`src/rtl/muldiv_pkg.sv`:
```
// Shared definitions for the sequential RISC-V M-extension multiply/divide unit.
//   - MD_* : funct3 operation codes
//   - state_e : controller states
//   - is_div() : true for the four divide/remainder operations
package muldiv_pkg;

  localparam logic [2:0] MD_MUL    = 3'b000;
  localparam logic [2:0] MD_MULH   = 3'b001;
  localparam logic [2:0] MD_MULHSU = 3'b010;
  localparam logic [2:0] MD_MULHU  = 3'b011;
  localparam logic [2:0] MD_DIV    = 3'b100;
  localparam logic [2:0] MD_DIVU   = 3'b101;
  localparam logic [2:0] MD_REM    = 3'b110;
  localparam logic [2:0] MD_REMU   = 3'b111;

  typedef enum logic [1:0] {
    ST_IDLE,
    ST_CALC,
    ST_FIX
  } state_e;

  function automatic logic is_div(input logic [2:0] mode);
    return mode[2];
  endfunction

endpackage

```
`src/rtl/muldiv_sign_fix.sv`:
```
// Final result formation for muldiv_seq (purely combinational).
// Ports:
//   mode_i  : operation (funct3)
//   mag_i   : magnitude datapath contents; {product} for multiplies,
//             {remainder, quotient} for divides
//   neg_q_i : negate the product / quotient
//   neg_r_i : negate the remainder (follows the dividend sign)
//   res_o   : XLEN-bit architectural result
module muldiv_sign_fix
  import muldiv_pkg::*;
#(
  parameter int unsigned XLEN = 32
) (
  input  logic [2:0]        mode_i,
  input  logic [2*XLEN-1:0] mag_i,
  input  logic              neg_q_i,
  input  logic              neg_r_i,
  output logic [XLEN-1:0]   res_o
);

  logic [2*XLEN-1:0] prod;
  logic [XLEN-1:0]   quo;
  logic [XLEN-1:0]   rem;

  always_comb begin
    prod = neg_q_i ? -mag_i : mag_i;
    quo  = neg_q_i ? -mag_i[XLEN-1:0] : mag_i[XLEN-1:0];
    rem  = neg_r_i ? -mag_i[2*XLEN-1:XLEN] : mag_i[2*XLEN-1:XLEN];
    unique case (mode_i)
      MD_MUL:                       res_o = prod[XLEN-1:0];
      MD_MULH, MD_MULHSU, MD_MULHU: res_o = prod[2*XLEN-1:XLEN];
      MD_DIV, MD_DIVU:              res_o = quo;
      default:                      res_o = rem;
    endcase
  end

endmodule

```
`src/rtl/muldiv_seq.sv`:
```
// Sequential RISC-V M-extension multiply/divide unit.
// Radix-2 shift-add multiplier and restoring divider share one 2*XLEN register:
// for multiplies it holds {partial product high, multiplier / product low},
// for divides {partial remainder, dividend / quotient}.
// Ports:
//   clk, rst_n : clock, asynchronous active-low reset
//   start      : request, accepted only while busy is low
//   mode       : funct3 operation select
//   a, b       : rs1 / rs2 operands
//   busy       : operation in flight (stall the pipeline)
//   done       : one-cycle pulse, result valid
//   result     : registered result, held until the next done
// Optional build macro MULDIV_FAST_MUL_EN: multiplies use a single-cycle
// hardware multiplier (2-cycle latency); divides are unchanged.
module muldiv_seq
  import muldiv_pkg::*;
#(
  parameter int unsigned XLEN = 32
) (
  input  logic            clk,
  input  logic            rst_n,
  input  logic            start,
  input  logic [2:0]      mode,
  input  logic [XLEN-1:0] a,
  input  logic [XLEN-1:0] b,
  output logic            busy,
  output logic            done,
  output logic [XLEN-1:0] result
);

  localparam int unsigned CNT_W = $clog2(XLEN) + 1;

  state_e              state_q, state_d;
  logic [2:0]          mode_q, mode_d;
  logic [2*XLEN-1:0]   acc_q, acc_d;
  logic [XLEN-1:0]     opnd_q, opnd_d;
  logic [CNT_W-1:0]    cnt_q, cnt_d;
  logic                neg_q_q, neg_q_d;
  logic                neg_r_q, neg_r_d;
  logic                done_q, done_d;
  logic [XLEN-1:0]     result_q, result_d;

  // Operand decode at accept time.
  logic                a_sgn, b_sgn;
  logic                a_neg, b_neg;
  logic [XLEN-1:0]     a_mag, b_mag;
  logic                b_zero, ovf;

  always_comb begin
    unique case (mode)
      MD_MUL, MD_MULH, MD_DIV, MD_REM: begin
        a_sgn = 1'b1;
        b_sgn = 1'b1;
      end
      MD_MULHSU: begin
        a_sgn = 1'b1;
        b_sgn = 1'b0;
      end
      default: begin
        a_sgn = 1'b0;
        b_sgn = 1'b0;
      end
    endcase
    a_neg  = a_sgn & a[XLEN-1];
    b_neg  = b_sgn & b[XLEN-1];
    a_mag  = a_neg ? -a : a;
    b_mag  = b_neg ? -b : b;
    b_zero = (b == '0);
    ovf    = ((mode == MD_DIV) || (mode == MD_REM)) &&
             (a == {1'b1, {(XLEN-1){1'b0}}}) && (b == '1);
  end

`ifdef MULDIV_FAST_MUL_EN
  logic signed [XLEN:0]     a_ext, b_ext;
  logic signed [2*XLEN+1:0] prod_full;
  assign a_ext     = {a_sgn & a[XLEN-1], a};
  assign b_ext     = {b_sgn & b[XLEN-1], b};
  assign prod_full = a_ext * b_ext;
`endif

  // One iteration of each algorithm on the shared register.
  logic [XLEN:0]       mul_sum;
  logic [XLEN:0]       div_shift;
  logic [XLEN:0]       div_diff;
  logic                div_ge;
  logic [2*XLEN-1:0]   mul_next, div_next;

  always_comb begin
    mul_sum   = {1'b0, acc_q[2*XLEN-1:XLEN]} + (acc_q[0] ? {1'b0, opnd_q} : '0);
    mul_next  = {mul_sum, acc_q[XLEN-1:1]};
    div_shift = {acc_q[2*XLEN-1:XLEN], acc_q[XLEN-1]};
    div_diff  = div_shift - {1'b0, opnd_q};
    div_ge    = (div_shift >= {1'b0, opnd_q});
    div_next  = div_ge ? {div_diff[XLEN-1:0], acc_q[XLEN-2:0], 1'b1}
                       : {div_shift[XLEN-1:0], acc_q[XLEN-2:0], 1'b0};
  end

  logic [XLEN-1:0] fix_res;

  muldiv_sign_fix #(
    .XLEN(XLEN)
  ) u_sign_fix (
    .mode_i  (mode_q),
    .mag_i   (acc_q),
    .neg_q_i (neg_q_q),
    .neg_r_i (neg_r_q),
    .res_o   (fix_res)
  );

  always_comb begin
    state_d  = state_q;
    mode_d   = mode_q;
    acc_d    = acc_q;
    opnd_d   = opnd_q;
    cnt_d    = cnt_q;
    neg_q_d  = neg_q_q;
    neg_r_d  = neg_r_q;
    done_d   = 1'b0;
    result_d = result_q;

    unique case (state_q)
      ST_IDLE: begin
        if (start) begin
          mode_d  = mode;
          neg_q_d = a_neg ^ b_neg;
          neg_r_d = a_neg;
          cnt_d   = CNT_W'(XLEN);
          state_d = ST_CALC;
          if (is_div(mode)) begin
            opnd_d = b_mag;
            acc_d  = {{XLEN{1'b0}}, a_mag};
          end else begin
            opnd_d = a_mag;
            acc_d  = {{XLEN{1'b0}}, b_mag};
          end
          if (is_div(mode) && b_zero) begin
            // Quotient all ones unsigned-style; remainder is the dividend.
            acc_d   = {a_mag, {XLEN{1'b1}}};
            neg_q_d = 1'b0;
            state_d = ST_FIX;
          end else if (ovf) begin
            acc_d   = {{XLEN{1'b0}}, a};
            neg_q_d = 1'b0;
            state_d = ST_FIX;
          end
`ifdef MULDIV_FAST_MUL_EN
          else if (!is_div(mode)) begin
            acc_d   = prod_full[2*XLEN-1:0];
            neg_q_d = 1'b0;
            state_d = ST_FIX;
          end
`endif
        end
      end
      ST_CALC: begin
        cnt_d = cnt_q - CNT_W'(1);
        acc_d = is_div(mode_q) ? div_next : mul_next;
        if (cnt_q == CNT_W'(1)) begin
          state_d = ST_FIX;
        end
      end
      ST_FIX: begin
        result_d = fix_res;
        done_d   = 1'b1;
        state_d  = ST_IDLE;
      end
      default: state_d = ST_IDLE;
    endcase
  end

  always_ff @(posedge clk or negedge rst_n) begin
    if (!rst_n) begin
      state_q  <= ST_IDLE;
      mode_q   <= '0;
      acc_q    <= '0;
      opnd_q   <= '0;
      cnt_q    <= '0;
      neg_q_q  <= 1'b0;
      neg_r_q  <= 1'b0;
      done_q   <= 1'b0;
      result_q <= '0;
    end else begin
      state_q  <= state_d;
      mode_q   <= mode_d;
      acc_q    <= acc_d;
      opnd_q   <= opnd_d;
      cnt_q    <= cnt_d;
      neg_q_q  <= neg_q_d;
      neg_r_q  <= neg_r_d;
      done_q   <= done_d;
      result_q <= result_d;
    end
  end

  assign busy   = (state_q != ST_IDLE);
  assign done   = done_q;
  assign result = result_q;

endmodule
```
`config.mk`:
```
export PLATFORM = sky130hd
export DESIGN_NAME = muldiv_seq
export DESIGN_NICKNAME = d
export VERILOG_FILES = /design/src/rtl/muldiv_pkg.sv /design/src/rtl/muldiv_sign_fix.sv /design/src/rtl/muldiv_seq.sv
export SDC_FILE = /design/constraint.sdc
export NUM_CORES = 1
export LEC_CHECK = 0
export CAP_MARGIN = 10
export CORE_MARGIN = 10
export CORE_UTILIZATION = 57
export DETAILED_ROUTE_END_ITERATION = 8
export PLACE_DENSITY = 0.83
export SLEW_MARGIN = 20
export SYNTH_ARGS = -nofsm -noshare
export SYNTH_HDL_FRONTEND = slang
export SYNTH_SLANG_ARGS = --single-unit
```
`constraint.sdc`:
```
create_clock -name clk -period 4.97 [get_ports clk]
set_input_delay 0.994 -clock clk [delete_from_list [all_inputs] [get_ports clk]]
set_output_delay 0.994 -clock clk [all_outputs]
set_load 0.02 [all_outputs]
```
==> results of run 1 <==
-- kinds of logic (layout without fill, tap and decap cells) --
| group | Yosys count | in the layout | share of synthesized area |
|---|---|---|---|
| AOI/OAI and AO/OA | 649 | 649 | 0.274 |
| muxes | 54 | 54 | 0.0402 |
| buffers and inverters | 198 | 242 | 0.0527 |
| DFF | 142 | 142 | 0.245 |
| and+or+nand+nor | 622 | 622 | 0.202 |
| xor gates and xnor gates | 200 | 200 | 0.121 |
| adders and majority gates | 73 | 73 | 0.0641 |
-- per-layer routing --
| layer | share of wire | track usage | vias up |
|---|---|---|---|
| li1 | - | - | 7076 |
| met1 | 0.40 | 0.468 | 7457 |
| met2 | 0.43 | 0.507 | 1139 |
| met3 | 0.13 | 0.0930 | 150 |
| met4 | 0.035 | 0.104 | 0 |
| met5 | 0 | 0 | - |
-- registers in the layout (all words and copies together), names as in the netlist --
name     flops
acc_q       64
cnt_q        6
done         1
mode_q       3
neg_q_q      1
neg_r_q      1
opnd_q      32
result      32
state_q      2
-- synth_stat cells, types with 37 or more instances --
cell type / count / area share
nor2_1: 174 / 0.045
o31ai_1: 37 / 0.019
a21oi_1: 176 / 0.061
ha_1: 71 / 0.061
nand2_1: 216 / 0.056
inv_1: 65 / 0.017
xnor2_1: 116 / 0.070
nor3_1: 37 / 0.013
xor2_1: 84 / 0.051
clkbuf_1: 109 / 0.028
o21ai_0: 212 / 0.073
o22ai_1: 38 / 0.016
dfrtp_1: 142 / 0.25
-- area by class of cell --
class	count	area share
multi-input combinational	1598	0.623
sequential	142	0.218
timing repair buffer	144	0.0819
clock buffer	18	0.0263
tap	330	0.0253
inverter	66	0.0152
clock inverter	14	0.00990
-- final timing paths --
| kind | start | endpoint | slack (ns) | depth (start not counted) |
|---|---|---|---|---|
| min reg2reg | cnt_q[5]$_DFFE_PN0P_ | cnt_q[5]$_DFFE_PN0P_ | 0.48 | 1 |
| max | acc_q[31]$_DFFE_PN0P_ | acc_q[62]$_DFFE_PN0P_ | 0.62 | 13 |
| min | cnt_q[5]$_DFFE_PN0P_ | cnt_q[5]$_DFFE_PN0P_ | 0.48 | 1 |
| max in group asynchronous | rst_n | acc_q[34]$_DFFE_PN0P_ | 3.39 | 2 |
| min in group asynchronous | rst_n | cnt_q[1]$_DFFE_PN0P_ | 0.52 | 1 |
| max reg2reg | acc_q[31]$_DFFE_PN0P_ | acc_q[62]$_DFFE_PN0P_ | 0.62 | 13 |
-- report_power, final --
group,leakage (nW),internal [mW],switching [mW]
Combinational,4.56,3.24,5.24
Sequential,1.76,1.70,0.934
Clock,0.272,0.748,0.568
Total,6.59,5.69,6.74
-- metrics by stage --
step / utilization / instances / setup slack, ns / total power [mW]
2_1_floorplan: - / 1938 / 1.23 / 8.15
3_3_place_gp: 0.626 / 2280 / 0.370 / 10.6
3_5_place_dp: 0.626 / 2280 / 0.282 / 10.7
4_1_cts: 0.650 / 2312 / 0.725 / 12.1
5_1_grt: 0.650 / 2312 / 0.447 / 13.2
6_report: 0.650 / 2312 / 0.615 / 12.4
==> impl_metrics.csv, run 1 <==
group,metric,value,unit
outcome,outcome,"finished, final reports clean",
final_layout,register_area,3560,µm²
timing,whs,0.476,ns
global_routing,globalRouteOverflowTotal,0,
floorplan,core-area,25100,µm²
worst_setup_path,worstPathCellList,"inv_1 -> ha_1 -> inv_1 -> fa_1 -> a21o_1 -> a221oi_1 -> o21ai_0 -> a21boi_0 -> o211ai_1 -> a21oi_1 -> xnor2_1 -> a21oi_1 -> nor3_1",
final_layout,multi_input_area,10200,µm²
worst_setup_path,slowest_delay,0.72,ns
final_layout,final_cell_mix,"nand2_1 (215), o21ai_0 (212), a21oi_1 (176)",
timing,period_needed,4.35,ns
global_routing,grt_pass1_wl,84.8,mm
placement,portBuffers,103,
final_layout,nets,2112,
global_routing,grt_antenna_before_repair,0,
drt,routed_wirelength,55.8,mm
synth,synth_nets,2081,
synth,synthesis.area,14500,µm²
placement,place_area,15700,µm²
clocking,cts_hold_buf,0,
synth,synth_cell_types,76,
floorplan,io_pins,104,
power,powerDensity,762,nW/µm²
floorplan,die_x,179,µm
final_layout,final_layout_size_suffix_gt1_frac,0.0701,
synth,ys_ff_latch,142,
final_layout,layout_commonest_cell,"nand2_1",
worst_setup_path,critPathTopFamily,"compound AO/OA/AOI/OAI gates",
drt,drt_pass1_iterations,6,
drt,drtIter0Drc,2888,
timing,timing.final.crit_share,0.876,
synth,synth_top_flop_cell,"dfrtp_1",
final_layout,syn2layout_area_growth,12.7,%
drt,vias_per_cell,6.84,
synth,syn_area_per_cell,7.47,µm²
global_routing,grt_pass1_vias,14350,
clocking,cts_tree,"yes",
worst_setup_path,arrival,4.71,ns
clocking,clock_path_buffers,2,
timing,setup_tns,0,ns
drt,drc,0,
worst_setup_path,cp_max_fo,4,
timing,tightestPinTransition,1.11,ns
worst_setup_path,crit_type,"reg -> reg",
synth,synth_enable_flop_cells,0,
drt,vias,15822,
worst_setup_path,cp-end-kind,"register",
worst_setup_path,startpoint_type,"register",
worst_hold_path,worstHoldPathType,"reg -> reg",
final_layout,nFillCells,2257,
drt,routedWlPerCell,24.1,µm
floorplan,dieArea,32200,µm²
power,vdd_drop_max,0.442,mV
clocking,cts_resized,0,
timing,max_freq,0.230,GHz
final_layout,insertedDiodeCount,0,
worst_setup_path,crit_buf_inv,2,
synth,seq_area_frac_synth,0.245,
timing,slew_headroom,0.259,
clocking,htreeDepth,4,
synth,postSynthCellCount,1938,
clocking,clk_pin_slew,0.07,ns
clocking,root_buffer,"clkbuf_16",
floorplan,dieHeight,179,µm
floorplan,start_util,0.577,
timing,hold_viol,0,
drt,ant_nets,0,
clocking,clock-sinks,142,
synth,async_reset_ff_frac,1.00,
global_routing,grt_max_degree,67,
synth,ys.warnings.count,0,
clocking,clkLatencyLatePin,0.44,ns
placement,gp_congestion,0.988,
flow_run,drv_cap,0,
worst_setup_path,worstPathRequired,5.33,ns
final_layout,fin_area,16300,µm²
clocking,cts_buffers,17,
placement,dpl.hpwl,42.9,mm
timing,maxSlewViolCount,0,
timing,rsz0062_at_grt,"false",
timing,finalClockSkew,0.0146,ns
timing,setup_viol,0,
clocking,post-cts-setup-buffers,0,
worst_setup_path,cpMaxStageDelayCell,"a221oi_1",
power,leakagePower,6.59,nW
global_routing,grt_util_all_layers,0.339,
floorplan,std_cell_rows,58,
Note: power is estimated with default switching activity, not from simulation.
==> run 2: changes to the inputs <==
PLACE_DENSITY = 0.82   (was 0.83)
SYNTH_HIERARCHICAL = 1   (was default)
==> impl_metrics.csv, run 2 <==
group,metric,value,unit
global_routing,globalRouteOverflowTotal,0,
worst_setup_path,crit_type,"in -> reg",
global_routing,grt_pass1_vias,16024,
timing,maxSlewViolCount,0,
synth,synth_enable_flop_cells,0,
worst_setup_path,cp_max_fo,5,
timing,hold_viol,0,
final_layout,final_cell_mix,"nand2_1 (206), o21ai_0 (179), a21oi_1 (156)",
synth,ys.warnings.count,6,
synth,netlist_top_cells_area,"dfrtp_1 (23%), o21ai_0 (5.8%), ha_1 (5.7%)",
synth,ys_ff_latch,142,
timing,timing.final.crit_share,0.868,
timing,setup_tns,0,ns
clocking,clk_pin_slew,0.07,ns
final_layout,nets,2183,
worst_setup_path,startpoint_type,"primary input",
clocking,root_buffer,"clkbuf_16",
placement,portBuffers,103,
floorplan,dieArea,34200,µm²
synth,yosysTopAreaCell,"dfrtp_1",
final_layout,syn2layout_area_growth,11.9,%
synth,syn_area_per_cell,7.74,µm²
synth,synth_cell_types,98,
synth,synth_nets,2147,
drt,routedWlPerCell,25.0,µm
placement,dpl.hpwl,45.4,mm
drt,vias_per_cell,7.09,
floorplan,dieHeight,185,µm
clocking,cts_tree,"yes",
global_routing,grt_antenna_before_repair,0,
floorplan,io_pins,104,
synth,synthesis.area,15500,µm²
synth,synth_top_flop_cell,"dfrtp_1",
timing,period_needed,4.31,ns
drt,ant_nets,0,
flow_run,drv_cap,0,
placement,gp_congestion,1.10,
synth,postSynthCellCount,2004,
drt,routed-wl-met3,7.33,mm
drt,drtIter0Drc,2414,
power,p_switching,7.40,mW
synth,yosys-top-cells-count,"nand2_1 (207), o21ai_0 (179), a21oi_1 (156)",
timing,setup_viol,0,
timing,max_freq,0.232,GHz
timing,rsz0062_at_grt,"false",
timing,slew_headroom,0.242,
drt,drc,0,
clocking,post-cts-setup-buffers,0,
drt,wl_met2,25.7,mm
global_routing,grt_max_degree,82,
synth,async_reset_ff_frac,1.00,
power,power_frac_comb,0.703,
power,vdd_drop_max,0.539,mV
timing,tightestPinTransition,1.13,ns
clocking,cts_buffers,17,
global_routing,grt_util_all_layers,0.345,
worst_setup_path,worstPathRequired,5.32,ns
floorplan,die_x,185,µm
final_layout,layout_commonest_cell,"nand2_1",
drt,vias,16966,
power,clockPowerShare,0.103,
clocking,cts_resized,0,
floorplan,std_cell_rows,60,
final_layout,regMostFlops,"acc_q",
clocking,cts_hold_buf,0,
power,sw_frac_of_total,0.538,
final_layout,final_layout_size_suffix_gt1_frac,0.0833,
drt,wl_met1,23.3,mm
final_layout,nFillCells,2360,
final_layout,insertedDiodeCount,0,
timing,finalClockSkew,0.0157,ns
final_layout,largest_reg_flops,64,
floorplan,start_util,0.577,
synth,seq_area_frac_synth,0.229,
final_layout,fin_area,17400,µm²
placement,place_area,16700,µm²
power,powerDensity,791,nW/µm²
outcome,outcome,"finished, final reports clean",
drt,drt_pass1_iterations,7,
floorplan,core-area,26900,µm²
clocking,clkLatencyLatePin,0.45,ns
clocking,clock-sinks,142,
power,pwr-share-seq,0.194,
drt,routed_wirelength,60.0,mm
clocking,clock_path_buffers,2,
worst_setup_path,arrival,4.66,ns
power,internal-power,6.34,mW
synth,synthMostInstantiatedCell,"nand2_1",
worst_setup_path,cp-end-kind,"register",
clocking,htreeDepth,4,
power,leakagePower,6.97,nW
drt,dr.max_layer_used,"met4",
synth,synth_top_area_share,0.229,
worst_hold_path,worstHoldPathType,"reg -> reg",
global_routing,grt_pass1_wl,92.4,mm
## run 2: worst paths after layout
path / from / slack (ns) / cells past startpoint / endpoint
max in group asynchronous: rst_n / 3.34 / 2 / opnd_q[16]$_DFFE_PN0P_
max reg2reg: acc_q[0]$_DFFE_PN0P_ / 1.00 / 11 / result[18]$_DFFE_PN0P_
min: result[16]$_DFFE_PN0P_ / 0.50 / 1 / result[16]$_DFFE_PN0P_
max: a[24] / 0.66 / 7 / acc_q[31]$_DFFE_PN0P_
min reg2reg: result[16]$_DFFE_PN0P_ / 0.50 / 1 / result[16]$_DFFE_PN0P_
min in group asynchronous: rst_n / 0.60 / 1 / acc_q[58]$_DFFE_PN0P_
## run 2: cells by family (layout without fill, tap and decap cells)
| group | Yosys count | in the layout | synth area share |
|---|---|---|---|
| mux | 85 | 85 | 0.0578 |
| fa+ha+maj | 73 | 73 | 0.0599 |
| buf+inv | 192 | 241 | 0.0523 |
| simple gates | 695 | 695 | 0.237 |
| flops | 142 | 142 | 0.229 |
| xor+xnor | 152 | 152 | 0.0858 |
| compound gates | 665 | 665 | 0.278 |
## run 2: area by class of cell
type | count | area, µm² | share of cell area
inverters | 64 | 240 | 0.0138
clock inverters | 13 | 176 | 0.0102
multi-input cells | 1670 | 11200 | 0.643
repair buffers | 145 | 1340 | 0.0773
well taps | 341 | 427 | 0.0246
flip-flops and latches | 142 | 3550 | 0.205
clock buffers | 19 | 453 | 0.0261
## run 2: critical path, cell delays in order
cell and delay, ns:
clkdlybuf4s50_1 0.48, or4_1 0.62, nor4_1 0.88, nand4_1 0.34
a21boi_0 0.93, a21oi_1 0.16, o31ai_1 0.26
## run 2: power groups by stage
stage | logic (mW) | clock network, mW | registers [mW]
3_3_place_gp | 9.17 | 0 | 2.61
6_report | 9.65 | 1.42 | 2.66
4_1_cts | 9.37 | 1.42 | 2.62
2_1_floorplan | 6.70 | 0 | 2.42
3_5_place_dp | 9.29 | 0 | 2.63
5_1_grt | 10.4 | 1.46 | 2.72
## run 2: per-stage QoR
stage / power [mW] / setup slack (ns) / hold WS, ns / utilization / instances
floorplan: 9.12 / 1.80 / 0.444 / - / 2004
global placement: 11.8 / 0.618 / 0.473 / 0.623 / 2362
detailed placement: 11.9 / 0.501 / 0.486 / 0.623 / 2362
CTS: 13.4 / 0.951 / 0.499 / 0.646 / 2394
global route: 14.6 / 0.807 / 0.530 / 0.646 / 2394
finish: 13.7 / 0.655 / 0.503 / 0.646 / 2394
## run 2: metal layers
layer,global-route usage,vias up
met2,0.517,1203
met1,0.439,7947
li1,-,7542
met4,0.195,0
met5,0,-
met3,0.0919,274
